**src/rtl/fifo_wr_arbiter_if.sv**
```systemverilog
// Write-side bundle of the dual-clock FIFO: two requester handshakes, the
// synchronised read pointer, and the memory write port / flags driven back.
interface fifo_wr_arbiter_if #(
  parameter int DATA_WIDTH = 8,
  parameter int ADDR_DATA  = 3
);
  logic                  REQ0_VALID;
  logic [DATA_WIDTH-1:0] REQ0_DATA;
  logic                  REQ0_READY;
  logic                  REQ1_VALID;
  logic [DATA_WIDTH-1:0] REQ1_DATA;
  logic                  REQ1_READY;
  logic [ADDR_DATA:0]    RD_PTR_SYNC;
  logic                  WR_CLK_EN;
  logic [ADDR_DATA-1:0]  WR_addr;
  logic [DATA_WIDTH-1:0] WR_data;
  logic [ADDR_DATA:0]    WR_PTR_GRAY;
  logic                  FULL;
  logic                  GRANT_ID;
  logic                  ALMOST_FULL;

  modport master (
    output REQ0_VALID, REQ0_DATA, REQ1_VALID, REQ1_DATA, RD_PTR_SYNC,
    input  REQ0_READY, REQ1_READY, WR_CLK_EN, WR_addr, WR_data,
           WR_PTR_GRAY, FULL, GRANT_ID, ALMOST_FULL
  );

  modport slave (
    input  REQ0_VALID, REQ0_DATA, REQ1_VALID, REQ1_DATA, RD_PTR_SYNC,
    output REQ0_READY, REQ1_READY, WR_CLK_EN, WR_addr, WR_data,
           WR_PTR_GRAY, FULL, GRANT_ID, ALMOST_FULL
  );
endinterface

```
**src/rtl/fifo_wr_arbiter.sv**
```systemverilog
// Write-side controller with 2:1 round-robin arbitration for the dual-clock FIFO.
// Optional occupancy-based ALMOST_FULL is built only when FIFO_WR_ALMOST_FULL_EN is defined.
module fifo_wr_arbiter #(
  parameter int DATA_WIDTH = 8,
  parameter int ADDR_DATA  = 3,
  parameter int AF_THRESH  = 6
) (
  input  logic             WR_CLK,
  input  logic             WR_RST,
  fifo_wr_arbiter_if.slave wr
);

  logic [ADDR_DATA:0] wptr_bin_reg;
  logic [ADDR_DATA:0] wptr_bin_next;
  logic [ADDR_DATA:0] wptr_gray_reg;
  logic [ADDR_DATA:0] wptr_gray_next;
  logic [ADDR_DATA:0] full_match;
  logic               last_reg;
  logic               full_reg;
  logic               grant_id;
  logic               grant_valid;
  logic               accept;

  if (ADDR_DATA < 2 || AF_THRESH < 1 || AF_THRESH > (2 ** ADDR_DATA)) begin : g_param_check
    $error("fifo_wr_arbiter: ADDR_DATA must be >= 2 and AF_THRESH within 1..2**ADDR_DATA");
  end

  // Round robin: on a tie the requester not served last wins.
  always_comb begin
    grant_id = 1'b0;
    if (wr.REQ0_VALID && wr.REQ1_VALID) begin
      grant_id = ~last_reg;
    end else if (wr.REQ1_VALID) begin
      grant_id = 1'b1;
    end
  end

  assign grant_valid   = grant_id ? wr.REQ1_VALID : wr.REQ0_VALID;
  // Reset level gates the handshake so a burst cut by reset never half-writes.
  assign wr.REQ0_READY = WR_RST & ~full_reg & ~grant_id;
  assign wr.REQ1_READY = WR_RST & ~full_reg & grant_id;
  assign accept        = WR_RST & ~full_reg & grant_valid;

  assign wr.WR_CLK_EN   = accept;
  assign wr.GRANT_ID    = grant_id;
  assign wr.WR_data     = grant_id ? wr.REQ1_DATA : wr.REQ0_DATA;
  assign wr.WR_addr     = wptr_bin_reg[ADDR_DATA-1:0];
  assign wr.WR_PTR_GRAY = wptr_gray_reg;
  assign wr.FULL        = full_reg;

  assign wptr_bin_next  = wptr_bin_reg + {{ADDR_DATA{1'b0}}, accept};
  assign wptr_gray_next = wptr_bin_next ^ (wptr_bin_next >> 1);
  // Full when the write pointer is one lap ahead: top two Gray bits inverted.
  assign full_match = {~wr.RD_PTR_SYNC[ADDR_DATA:ADDR_DATA-1], wr.RD_PTR_SYNC[ADDR_DATA-2:0]};

  always_ff @(posedge WR_CLK or negedge WR_RST) begin
    if (!WR_RST) begin
      wptr_bin_reg  <= '0;
      wptr_gray_reg <= '0;
      full_reg      <= 1'b0;
      last_reg      <= 1'b1;
    end else begin
      wptr_bin_reg  <= wptr_bin_next;
      wptr_gray_reg <= wptr_gray_next;
      full_reg      <= (wptr_gray_next == full_match);
      if (accept) begin
        last_reg <= grant_id;
      end
    end
  end

`ifdef FIFO_WR_ALMOST_FULL_EN
  localparam logic [ADDR_DATA:0] AF_LIMIT = AF_THRESH[ADDR_DATA:0];

  logic [ADDR_DATA:0] rd_bin;
  logic [ADDR_DATA:0] occ_next;
  logic               af_reg;

  // Gray to binary: each binary bit is the XOR of all Gray bits at or above it.
  for (genvar gi = 0; gi <= ADDR_DATA; gi++) begin : g_gray2bin
    assign rd_bin[gi] = ^(wr.RD_PTR_SYNC >> gi);
  end

  assign occ_next = wptr_bin_next - rd_bin;

  always_ff @(posedge WR_CLK or negedge WR_RST) begin
    if (!WR_RST) begin
      af_reg <= 1'b0;
    end else begin
      af_reg <= (occ_next >= AF_LIMIT);
    end
  end

  assign wr.ALMOST_FULL = af_reg;
`else
  assign wr.ALMOST_FULL = 1'b0;
`endif

endmodule

```
**src/flat_wrapper.sv**
```systemverilog
// flat-port wrapper written by rule: the top's interface ports become plain ports
module fifo_wr_arbiter_flat 
#(
  parameter int DATA_WIDTH = 8,
  parameter int ADDR_DATA  = 3,
  parameter int AF_THRESH  = 6
)
  (WR_CLK, WR_RST, wr_REQ0_VALID, wr_REQ0_DATA, wr_REQ1_VALID, wr_REQ1_DATA, wr_RD_PTR_SYNC, wr_REQ0_READY, wr_REQ1_READY, wr_WR_CLK_EN, wr_WR_addr, wr_WR_data, wr_WR_PTR_GRAY, wr_FULL, wr_GRANT_ID, wr_ALMOST_FULL);
  fifo_wr_arbiter_if #(.DATA_WIDTH(DATA_WIDTH), .ADDR_DATA(ADDR_DATA)) wr_i ();
  input  logic WR_CLK;
  input  logic WR_RST;
  input wire logic [$bits(wr_i.REQ0_VALID)-1:0] wr_REQ0_VALID;
  input wire logic [$bits(wr_i.REQ0_DATA)-1:0] wr_REQ0_DATA;
  input wire logic [$bits(wr_i.REQ1_VALID)-1:0] wr_REQ1_VALID;
  input wire logic [$bits(wr_i.REQ1_DATA)-1:0] wr_REQ1_DATA;
  input wire logic [$bits(wr_i.RD_PTR_SYNC)-1:0] wr_RD_PTR_SYNC;
  output wire logic [$bits(wr_i.REQ0_READY)-1:0] wr_REQ0_READY;
  output wire logic [$bits(wr_i.REQ1_READY)-1:0] wr_REQ1_READY;
  output wire logic [$bits(wr_i.WR_CLK_EN)-1:0] wr_WR_CLK_EN;
  output wire logic [$bits(wr_i.WR_addr)-1:0] wr_WR_addr;
  output wire logic [$bits(wr_i.WR_data)-1:0] wr_WR_data;
  output wire logic [$bits(wr_i.WR_PTR_GRAY)-1:0] wr_WR_PTR_GRAY;
  output wire logic [$bits(wr_i.FULL)-1:0] wr_FULL;
  output wire logic [$bits(wr_i.GRANT_ID)-1:0] wr_GRANT_ID;
  output wire logic [$bits(wr_i.ALMOST_FULL)-1:0] wr_ALMOST_FULL;
  assign wr_i.REQ0_VALID = wr_REQ0_VALID;
  assign wr_i.REQ0_DATA = wr_REQ0_DATA;
  assign wr_i.REQ1_VALID = wr_REQ1_VALID;
  assign wr_i.REQ1_DATA = wr_REQ1_DATA;
  assign wr_i.RD_PTR_SYNC = wr_RD_PTR_SYNC;
  assign wr_REQ0_READY = wr_i.REQ0_READY;
  assign wr_REQ1_READY = wr_i.REQ1_READY;
  assign wr_WR_CLK_EN = wr_i.WR_CLK_EN;
  assign wr_WR_addr = wr_i.WR_addr;
  assign wr_WR_data = wr_i.WR_data;
  assign wr_WR_PTR_GRAY = wr_i.WR_PTR_GRAY;
  assign wr_FULL = wr_i.FULL;
  assign wr_GRANT_ID = wr_i.GRANT_ID;
  assign wr_ALMOST_FULL = wr_i.ALMOST_FULL;
  fifo_wr_arbiter #(.DATA_WIDTH(DATA_WIDTH), .ADDR_DATA(ADDR_DATA), .AF_THRESH(AF_THRESH)) u_core (.WR_CLK(WR_CLK), .WR_RST(WR_RST), .wr(wr_i));
endmodule
```
**config.mk**
```make
export PLATFORM = sky130hd
export DESIGN_NAME = fifo_wr_arbiter_flat
export DESIGN_NICKNAME = d
export VERILOG_FILES = /design/src/rtl/fifo_wr_arbiter_if.sv /design/src/rtl/fifo_wr_arbiter.sv /design/src/flat_wrapper.sv
export SDC_FILE = /design/constraint.sdc
export NUM_CORES = 1
export LEC_CHECK = 0
export ABC_AREA = 1
export CAP_MARGIN = 0
export CORE_MARGIN = 4
export CORE_UTILIZATION = 33
export DETAILED_ROUTE_END_ITERATION = 16
export PLACE_DENSITY = 0.83
export SYNTH_ARGS = -nofsm -noshare
export SYNTH_HDL_FRONTEND = slang
export SYNTH_SLANG_ARGS = --single-unit
```
**constraint.sdc**
```tcl
create_clock -name WR_CLK -period 1.9 [get_ports WR_CLK]
set_input_delay 0.19 -clock WR_CLK [delete_from_list [all_inputs] [get_ports WR_CLK]]
set_output_delay 0.19 -clock WR_CLK [all_outputs]
set_load 0.02 [all_outputs]
```
# Word-level counts from Yosys, hierarchy flattened
# Index checks and enable logic that the tools add are counted.
[totals] reg_bits=10 in_bits=24 out_inout_bits=21
[classes] n_addsub=1 n_eq_ne=1 mux=4 n_bitwise=9 n_reduce_logical=1
[ops] op="$mux W8" count=1
[ops] op="$add A4 B1 Y4" count=1
[ops] op="$and A1 B1 Y1" count=4
[ops] op="$eq A4 B4 Y1" count=1
[ops] op="$xor A4 B3 Y4" count=1
[ops] op="$mux W1" count=3
[ops] op="$not A1 Y1" count=3
[ops] op="$not A2 Y2" count=1
[ops] op="$logic_and A1 B1 Y1" count=1

# Depth between registers and ports, before layout
# Gate-level depths: netlist of run 1.
[depth] word_depth=7 ltp_mapped=13 ltp_nobuf=13

# Worst setup path before layout of run 1
# Ideal clock, no wire load.
[synth_path] path_type="reg-to-reg" startpoint="register u_core.full_reg, in the netlist u_core.wr.FULL" endpoint="register u_core.full_reg, in the netlist u_core.wr.FULL" setup_time_ps=114 arrival_ps=1947 required_time_ps=1786 slack_ps=-161 path_stages_with_launch=12 n_path_buf=0 cell_sequence="dfrtp_1 -> inv_1 -> nand2_1 -> nor2_1 -> ha_1 -> ha_1 -> xor2_1 -> inv_1 -> nand2_1 -> nand2_1 -> nand3_1 -> nor2_1"
[synth_via] elab_chain_cells=6
[synth_rtl] element="from (decl)" line="fifo_wr_arbiter.sv:19" text="logic full_reg;"
[synth_rtl] element="from (signal assigned)" line="fifo_wr_arbiter.sv:65" text="full_reg <= (wptr_gray_next == full_match);"
[synth_rtl] element="$not A1 Y1" line="fifo_wr_arbiter.sv:42" text="assign accept = WR_RST & ~full_reg & grant_valid;"
[synth_rtl] element="$and A1 B1 Y1 (2 in a row)" line="fifo_wr_arbiter.sv:42"
[synth_rtl] element="named net wr_WR_CLK_EN" line="flat_wrapper.sv:19" text="output wire logic [$bits(wr_i.WR_CLK_EN)-1:0] wr_WR_CLK_EN;"
[synth_rtl] element="$add A4 B1 Y4" line="fifo_wr_arbiter.sv:51" text="assign wptr_bin_next = wptr_bin_reg + {{ADDR_DATA{1'b0}}, accept};"
[synth_rtl] element="named net u_core.wptr_bin_next[1]" line="fifo_wr_arbiter.sv:14" text="logic [ADDR_DATA:0] wptr_bin_next;"
[synth_rtl] element="$xor A4 B3 Y4" line="fifo_wr_arbiter.sv:52" text="assign wptr_gray_next = wptr_bin_next ^ (wptr_bin_next >> 1);"
[synth_rtl] element="named net u_core.wptr_gray_next[0]" line="fifo_wr_arbiter.sv:16" text="logic [ADDR_DATA:0] wptr_gray_next;"
[synth_rtl] element="$eq A4 B4 Y1" line="fifo_wr_arbiter.sv:65"
# The timed path passes the listed nets, and every way through them passes these cells.
# A chain may end at the register's enable or synchronous reset.

# Worst setup path in the final report of run 1
[layout_path] startpoint="register u_core.last_reg" endpoint="output port wr_WR_data[0]"
[layout_via] elab_chain_cells=3
[layout_rtl] element="from (decl)" line="fifo_wr_arbiter.sv:18" text="logic last_reg;"
[layout_rtl] element="from (signal assigned)" line="fifo_wr_arbiter.sv:67" text="last_reg <= grant_id;"
[layout_rtl] element="$not A1 Y1" line="fifo_wr_arbiter.sv:32" text="grant_id = ~last_reg;"
[layout_rtl] element="$mux W1" line="fifo_wr_arbiter.sv:31" text="if (wr.REQ0_VALID && wr.REQ1_VALID) begin"
[layout_rtl] element="$mux W8" line="fifo_wr_arbiter.sv:46" text="assign wr.WR_data = grant_id ? wr.REQ1_DATA : wr.REQ0_DATA;"
[layout_rtl] element="to (decl)" line="flat_wrapper.sv:21" text="output wire logic [$bits(wr_i.WR_data)-1:0] wr_WR_data;"
# No other way between the ends.

==> reports/qor.yml, run 1 <==
cap_violations: 0
dpl.hpwl_um: 1524
synth_warnings: 0
gp_congestion: 0.8186
largest_reg_flops: 4
drive_above_1_share: 0.1586
syn_to_final_growth_pct: 92.74
numCtsBuffers: 3
avgRoutedWirePerCell_um: 10.39
rr_endpoint: "u_core.wr.FULL"
total_power_mw: 1.495
design_area_sq_mm: 0.001162
critPathLaunchType: "flop"
syn_nets: 117
finalNonFillerCells: 170
route.detailed.drc: 0
setup_violations: 0
die_w_um: 50.75
crit_required_ns: 1.71
die_h_um: 50.75
start_util: 0.3493
ys_ff_latch: 9
drtIter0Drc: 6
cts_buffer_depth: 2
r2r_cells: 12
cp-end-kind: "output pin"
vdd_drop_max_uv: 814.9
cts_max_level: 1
clock_tree.root_cell: "clkbuf_4"
r2r_slack_ns: 0.21
layout_setup_ws_ns: 0.08546
synthTopCellsByArea: "dfrtp_1 33%, nand2_1 27%, nand3_1 6.6%, inv_1 6.2%, dfstp_2 4.4%"
power.leakage_nw: 0.6194
fin_crit_sh: 0.9550
worstReg2RegStart: "u_core.wr.FULL"
critPathMaxFanout: 5
drtAntennaViolNets: 0
clock_skew_ns: 0.004783
cts_tree: "done"
antenna_found_initial: 0
yosysTopAreaCell: "dfrtp_1"
ys_types: 16
syn-mean-instance-area_sq_um: 6.627
yosysMostFrequentCell: "nand2_1"
grt_pass1_vias: 707
rows: 15
max_freq_ghz: 0.5511
hp-class: "in -> async"
power.density_mw_per_mm2: 1286
grt_use_total: 0.1451
core_sq_mm: 0.001727
grt_max_degree: 10
finalHoldViolCount: 0
status: "complete, no violations"
post-cts-setup-buffers: 0
synthArstFlopShare: 1.000
cts_hold_buf: 0
synth_edf_count: 0
yosys-top-cells-count: "44 x nand2_1, 10 x inv_1, 8 x dfrtp_1, 8 x nand3_1, 5 x nor2_1"
worstSkewPairLatency_ns: 0.27
port_buffers: 43
finalCriticalPeriod_ns: 1.815
vias_per_cell: 4.471
dr.pass1.iters: 4
synthesis.area_sq_um: 603.1
postPlaceCellArea_sq_mm: 0.001127
syn_inst: 91
yosysSeqAreaShare: 0.3755
cts.reportedPaths.clkPinSlew_ns: 0.06
vias: 760
diodes: 0
cp_data_arrival_time_ns: 1.62
grt_first_pass_wirelength_um: 2870
wl_um: 1767
cts.sinks: 9
ios: 45
ys.flop_type: "dfrtp_1"
dp_cells: 166
critPathKind: "reg -> out"
die-area_sq_mm: 0.002576
synth.top_cell.area_share: 0.3320
slew_viol_final: 0
grt.overflow.total: 0
dp_worst_setup_slack_ns: -0.2028
fin_nets: 172
fin_util: 0.6732
==> stage by stage <==
step                      hold slack [ns]  setup TNS (ns)
after global routing               0.2634         -0.1110
final                              0.2384               0
after floorplan                   -0.1056               0
after CTS                          0.2391               0
after detailed placement           0.5246         -0.3161
after global placement             0.5020         -0.1390
==> cells in the final DEF, fill, tap and decap left out, drive strengths merged <==
master          n
ha              2
buf             9
conb            1
dfstp           1
o21ai           2
dfrtp           8
nand3          10
dlygate4sd2     9
dlymetal6s2s    1
clkdlybuf4s15   1
nand4           1
clkbuf          4
inv            10
clkdlybuf4s50  32
nor2            5
clkinv          1
xor2            1
nand2          47
==> report_power, final <==
group | switching (mW) | internal (mW)
clock network | 0.0690 | 0.0811
registers | 0.0601 | 0.290
logic | 0.537 | 0.458
==> final cells by class <==
class / instances / area, sq um
Tap cell: 25 / 31.28
Timing Repair Buffer: 52 / 489.2
Clock buffer: 4 / 26.28
Inverter: 11 / 41.29
Multi-Input combinational cell: 69 / 347.8
Sequential cell: 9 / 226.5
Fill cell: 153 / 564.3
==> critical path: stages, from the launching register on <==
cell	delay, ns
dfstp_2	0.53
nand2_1	0.05
nand2_1	0.10
clkinv_1	0.11
buf_4	0.16
nand2_1	0.05
nand2_1	0.04
dlygate4sd2_1	0.31
==> metal layers <==
metal / global-route usage / vias up / share of wire
li1: - / 388 / -
met1: 0.1633 / 323 / 0.41
met2: 0.2500 / 46 / 0.43
met3: 0.04154 / 3 / 0.14
met4: 0.06726 / 0 / 0.019
met5: 0 / - / 0
==> what timing repair did <==
action                                  CTS  global route
gates resized for setup                  10             6
endpoints found under the setup margin   10             2
pin swaps                                 0             0
==> worst max-delay path by stage <==
stage	start	depth (start not counted)	slack, ns	end
after CTS	u_core.last_reg	5	0.03	wr_REQ1_READY
after global routing	u_core.last_reg	7	-0.03	wr_WR_data[3]
after detailed placement	wr_REQ1_VALID	11	-0.20	u_core.wr.FULL
after global placement	wr_REQ1_VALID	12	-0.11	u_core.wr.FULL
after floorplan	u_core.wr.FULL	11	0.03	u_core.wr.FULL
final	u_core.last_reg	7	0.09	wr_WR_data[0]
==> logic make-up (layout without fill, tap and decap cells) <==
logic type | Yosys count | count (layout) | share of synthesized area
adder cells (fa/ha/maj) | 2 | 2 | 0.04149
AND/OR/NAND/NOR | 63 | 63 | 0.4564
buffers and inverters | 13 | 67 | 0.08921
flip-flops | 9 | 9 | 0.3755
AO/OA/AOI/OAI | 2 | 2 | 0.01660
XOR/XNOR | 1 | 1 | 0.01453
other | 1 | 1 | 0.006218
(Power assumes the default switching activity.)
==> inputs of run 2 (changes only) <==
PLACE_DENSITY = 0.78   (was 0.83)
==> run 2 against run 1 <==
Compared with the run above: global-route usage is 0.89 points higher; critical path depth stayed put; die area stayed put; hold slack better by 0.026 ns; register-to-register slack hardly changed; final cell count is 1.2% lower; non-clock buffer count is 2 lower.
==> reports/qor.yml, run 2 (synthesis results as in run 1) <==
power.density_mw_per_mm2: 1266  # was 1286 mW/mm^2
drive_above_1_share: 0.1399  # was 0.1586
switchingPower_mw: 0.6455  # was 0.6659 mW
cts_hold_buf: 0  # unchanged
gp_congestion: 0.8392  # was 0.8186
grt_max_degree: 10  # unchanged
cts_tree: "done"  # unchanged
critPathMaxFanout: 9  # was 5
finalCriticalPeriod_ns: 1.790  # was 1.815 ns
grt_use_total: 0.1539  # was 0.1451
total_power_mw: 1.441  # was 1.495 mW
avgRoutedWirePerCell_um: 10.90  # was 10.39 um
hp-class: "in -> async"  # unchanged
drtIter0Drc: 7  # was 6
rows: 15  # unchanged
wl_um: 1832  # was 1767 um
cp_data_arrival_time_ns: 1.60  # was 1.62 ns
vdd_drop_max_uv: 827.4  # was 814.9 uV
drtAntennaViolNets: 0  # unchanged
grt_pass1_vias: 709  # was 707
ios: 45  # unchanged
power.leakage_nw: 0.6068  # was 0.6194 nW
largest_reg_flops: 4  # unchanged
numCtsBuffers: 3  # unchanged
core_sq_mm: 0.001727  # unchanged
grt_first_pass_wirelength_um: 3001  # was 2870 um
sw_frac_of_total: 0.4480  # was 0.4455
critPathLaunchType: "flop"  # unchanged
cts.reportedPaths.clkPinSlew_ns: 0.06  # about the same
clock_tree.root_cell: "clkbuf_4"  # unchanged
dpl.hpwl_um: 1587  # was 1524 um
die_w_um: 50.75  # unchanged
clock_skew_ns: 0.006547  # was 0.004783 ns
vias_per_cell: 4.470  # was 4.471
status: "complete, no violations"  # unchanged
cts_buffer_depth: 2  # unchanged
crit_required_ns: 1.71  # about the same
diodes: 0  # unchanged
fin_crit_sh: 0.9423  # was 0.9550
fin_nets: 170  # was 172
layout_commonest_cell: "nand2_1"  # unchanged
clkPwrFrac: 0.097  # was 0.100
dr.pass1.iters: 4  # unchanged
setup_violations: 0  # unchanged
syn_to_final_growth_pct: 88.80  # was 92.74%
cp-end-kind: "output pin"  # unchanged
cap_violations: 0  # unchanged
die_h_um: 50.75  # unchanged
layout_common_cells: "43 x nand2_1, 32 x clkdlybuf4s50_1, 10 x inv_1"  # was 44 x nand2_1, 32 x clkdlybuf4s50_1, 10 x inv_1
post-cts-setup-buffers: 0  # unchanged
cts.sinks: 9  # unchanged
port_buffers: 43  # unchanged
power_frac_seq: 0.246  # was 0.234
critPathKind: "reg -> out"  # unchanged
finalHoldViolCount: 0  # unchanged
worstSkewPairLatency_ns: 0.26  # was 0.27 ns
max_freq_ghz: 0.5585  # was 0.5511 GHz
antenna_found_initial: 0  # unchanged
cts_max_level: 1  # unchanged
hold_ws_ns: 0.2640  # was 0.2384 ns
die-area_sq_mm: 0.002576  # unchanged
slew_viol_final: 0  # unchanged
vias: 751  # was 760
pwr-share-comb: 0.657  # was 0.665
p_int_mw: 0.7955  # was 0.8288 mW
route.detailed.drc: 0  # unchanged
start_util: 0.3493  # unchanged
postCtsResizedCells: 10  # unchanged
grt.overflow.total: 0  # unchanged
[run 2: cell count changes in the layout (fill, tap and decap cells not counted), sizes merged]
cell,previous run,this run
buf,9,7
clkdlybuf4s15,1,4
dlygate4sd2,9,6
[run 2: final timing paths]
check	slack, ns	endpoint	startpoint	cells past startpoint
max	0.11	wr_WR_data[5]	u_core.last_reg	7
min	0.26	u_core.wr.WR_PTR_GRAY[1]	WR_RST	2
max reg2reg	0.22	u_core.wr.FULL	u_core.wr.FULL	12
min reg2reg	0.51	u_core.last_reg	u_core.last_reg	2
max in group asynchronous	1.43	u_core.last_reg	WR_RST	2
min in group WR_CLK	0.51	u_core.last_reg	u_core.last_reg	2
[run 2: through the flow]
step | utilization | area (sq um) | TNS, ns | std cells | worst slack, ns
after floorplan | - | 610.6 | 0 | 91 | 0.02804
after global placement | 0.6442 | 1112 | -0.4508 | 164 | -0.1192
after detailed placement | 0.6442 | 1112 | -0.4900 | 164 | -0.1784
after CTS | 0.6522 | 1126 | 0 | 168 | 0.04320
after global routing | 0.6594 | 1139 | -0.04684 | 168 | -0.01501
final | 0.6594 | 1139 | 0 | 168 | 0.1096
[run 2: layout make-up]
cell class              count  area, sq um
fillers                   164        588.1
multi-input cells          69        335.3
clock buffers               4        26.28
well taps                  25        31.28
inverters                  11        41.29
flip-flops and latches      9        226.5
repair buffers             50        478.0
[run 2: critical path, cell delays in order, from the launching register on]
cell and delay, ns:
dfstp_2 0.52, nand2_1 0.06, nand2_2 0.10, clkinv_1 0.08, buf_4 0.17, nand2_1 0.06
nand2_1 0.05, dlygate4sd2_1 0.31
[run 2: metal layers]
metal | share of wire | vias up | GRT usage
met3 | 0.11 | 2 | 0.05341
met5 | 0 | - | 0
li1 | - | 385 | -
met4 | 0.0027 | 0 | 0.06726
met2 | 0.50 | 43 | 0.2783
met1 | 0.39 | 321 | 0.1585
[run 2: power groups by stage]
| stage | combinational (mW) | sequential (mW) | clock, mW |
|---|---|---|---|
| floorplan | 0.452 | 0.448 | 0 |
| global placement | 0.952 | 0.352 | 0 |
| detailed placement | 0.971 | 0.356 | 0 |
| CTS | 0.954 | 0.356 | 0.149 |
| global route | 1.04 | 0.369 | 0.161 |
| finish | 0.947 | 0.354 | 0.140 |
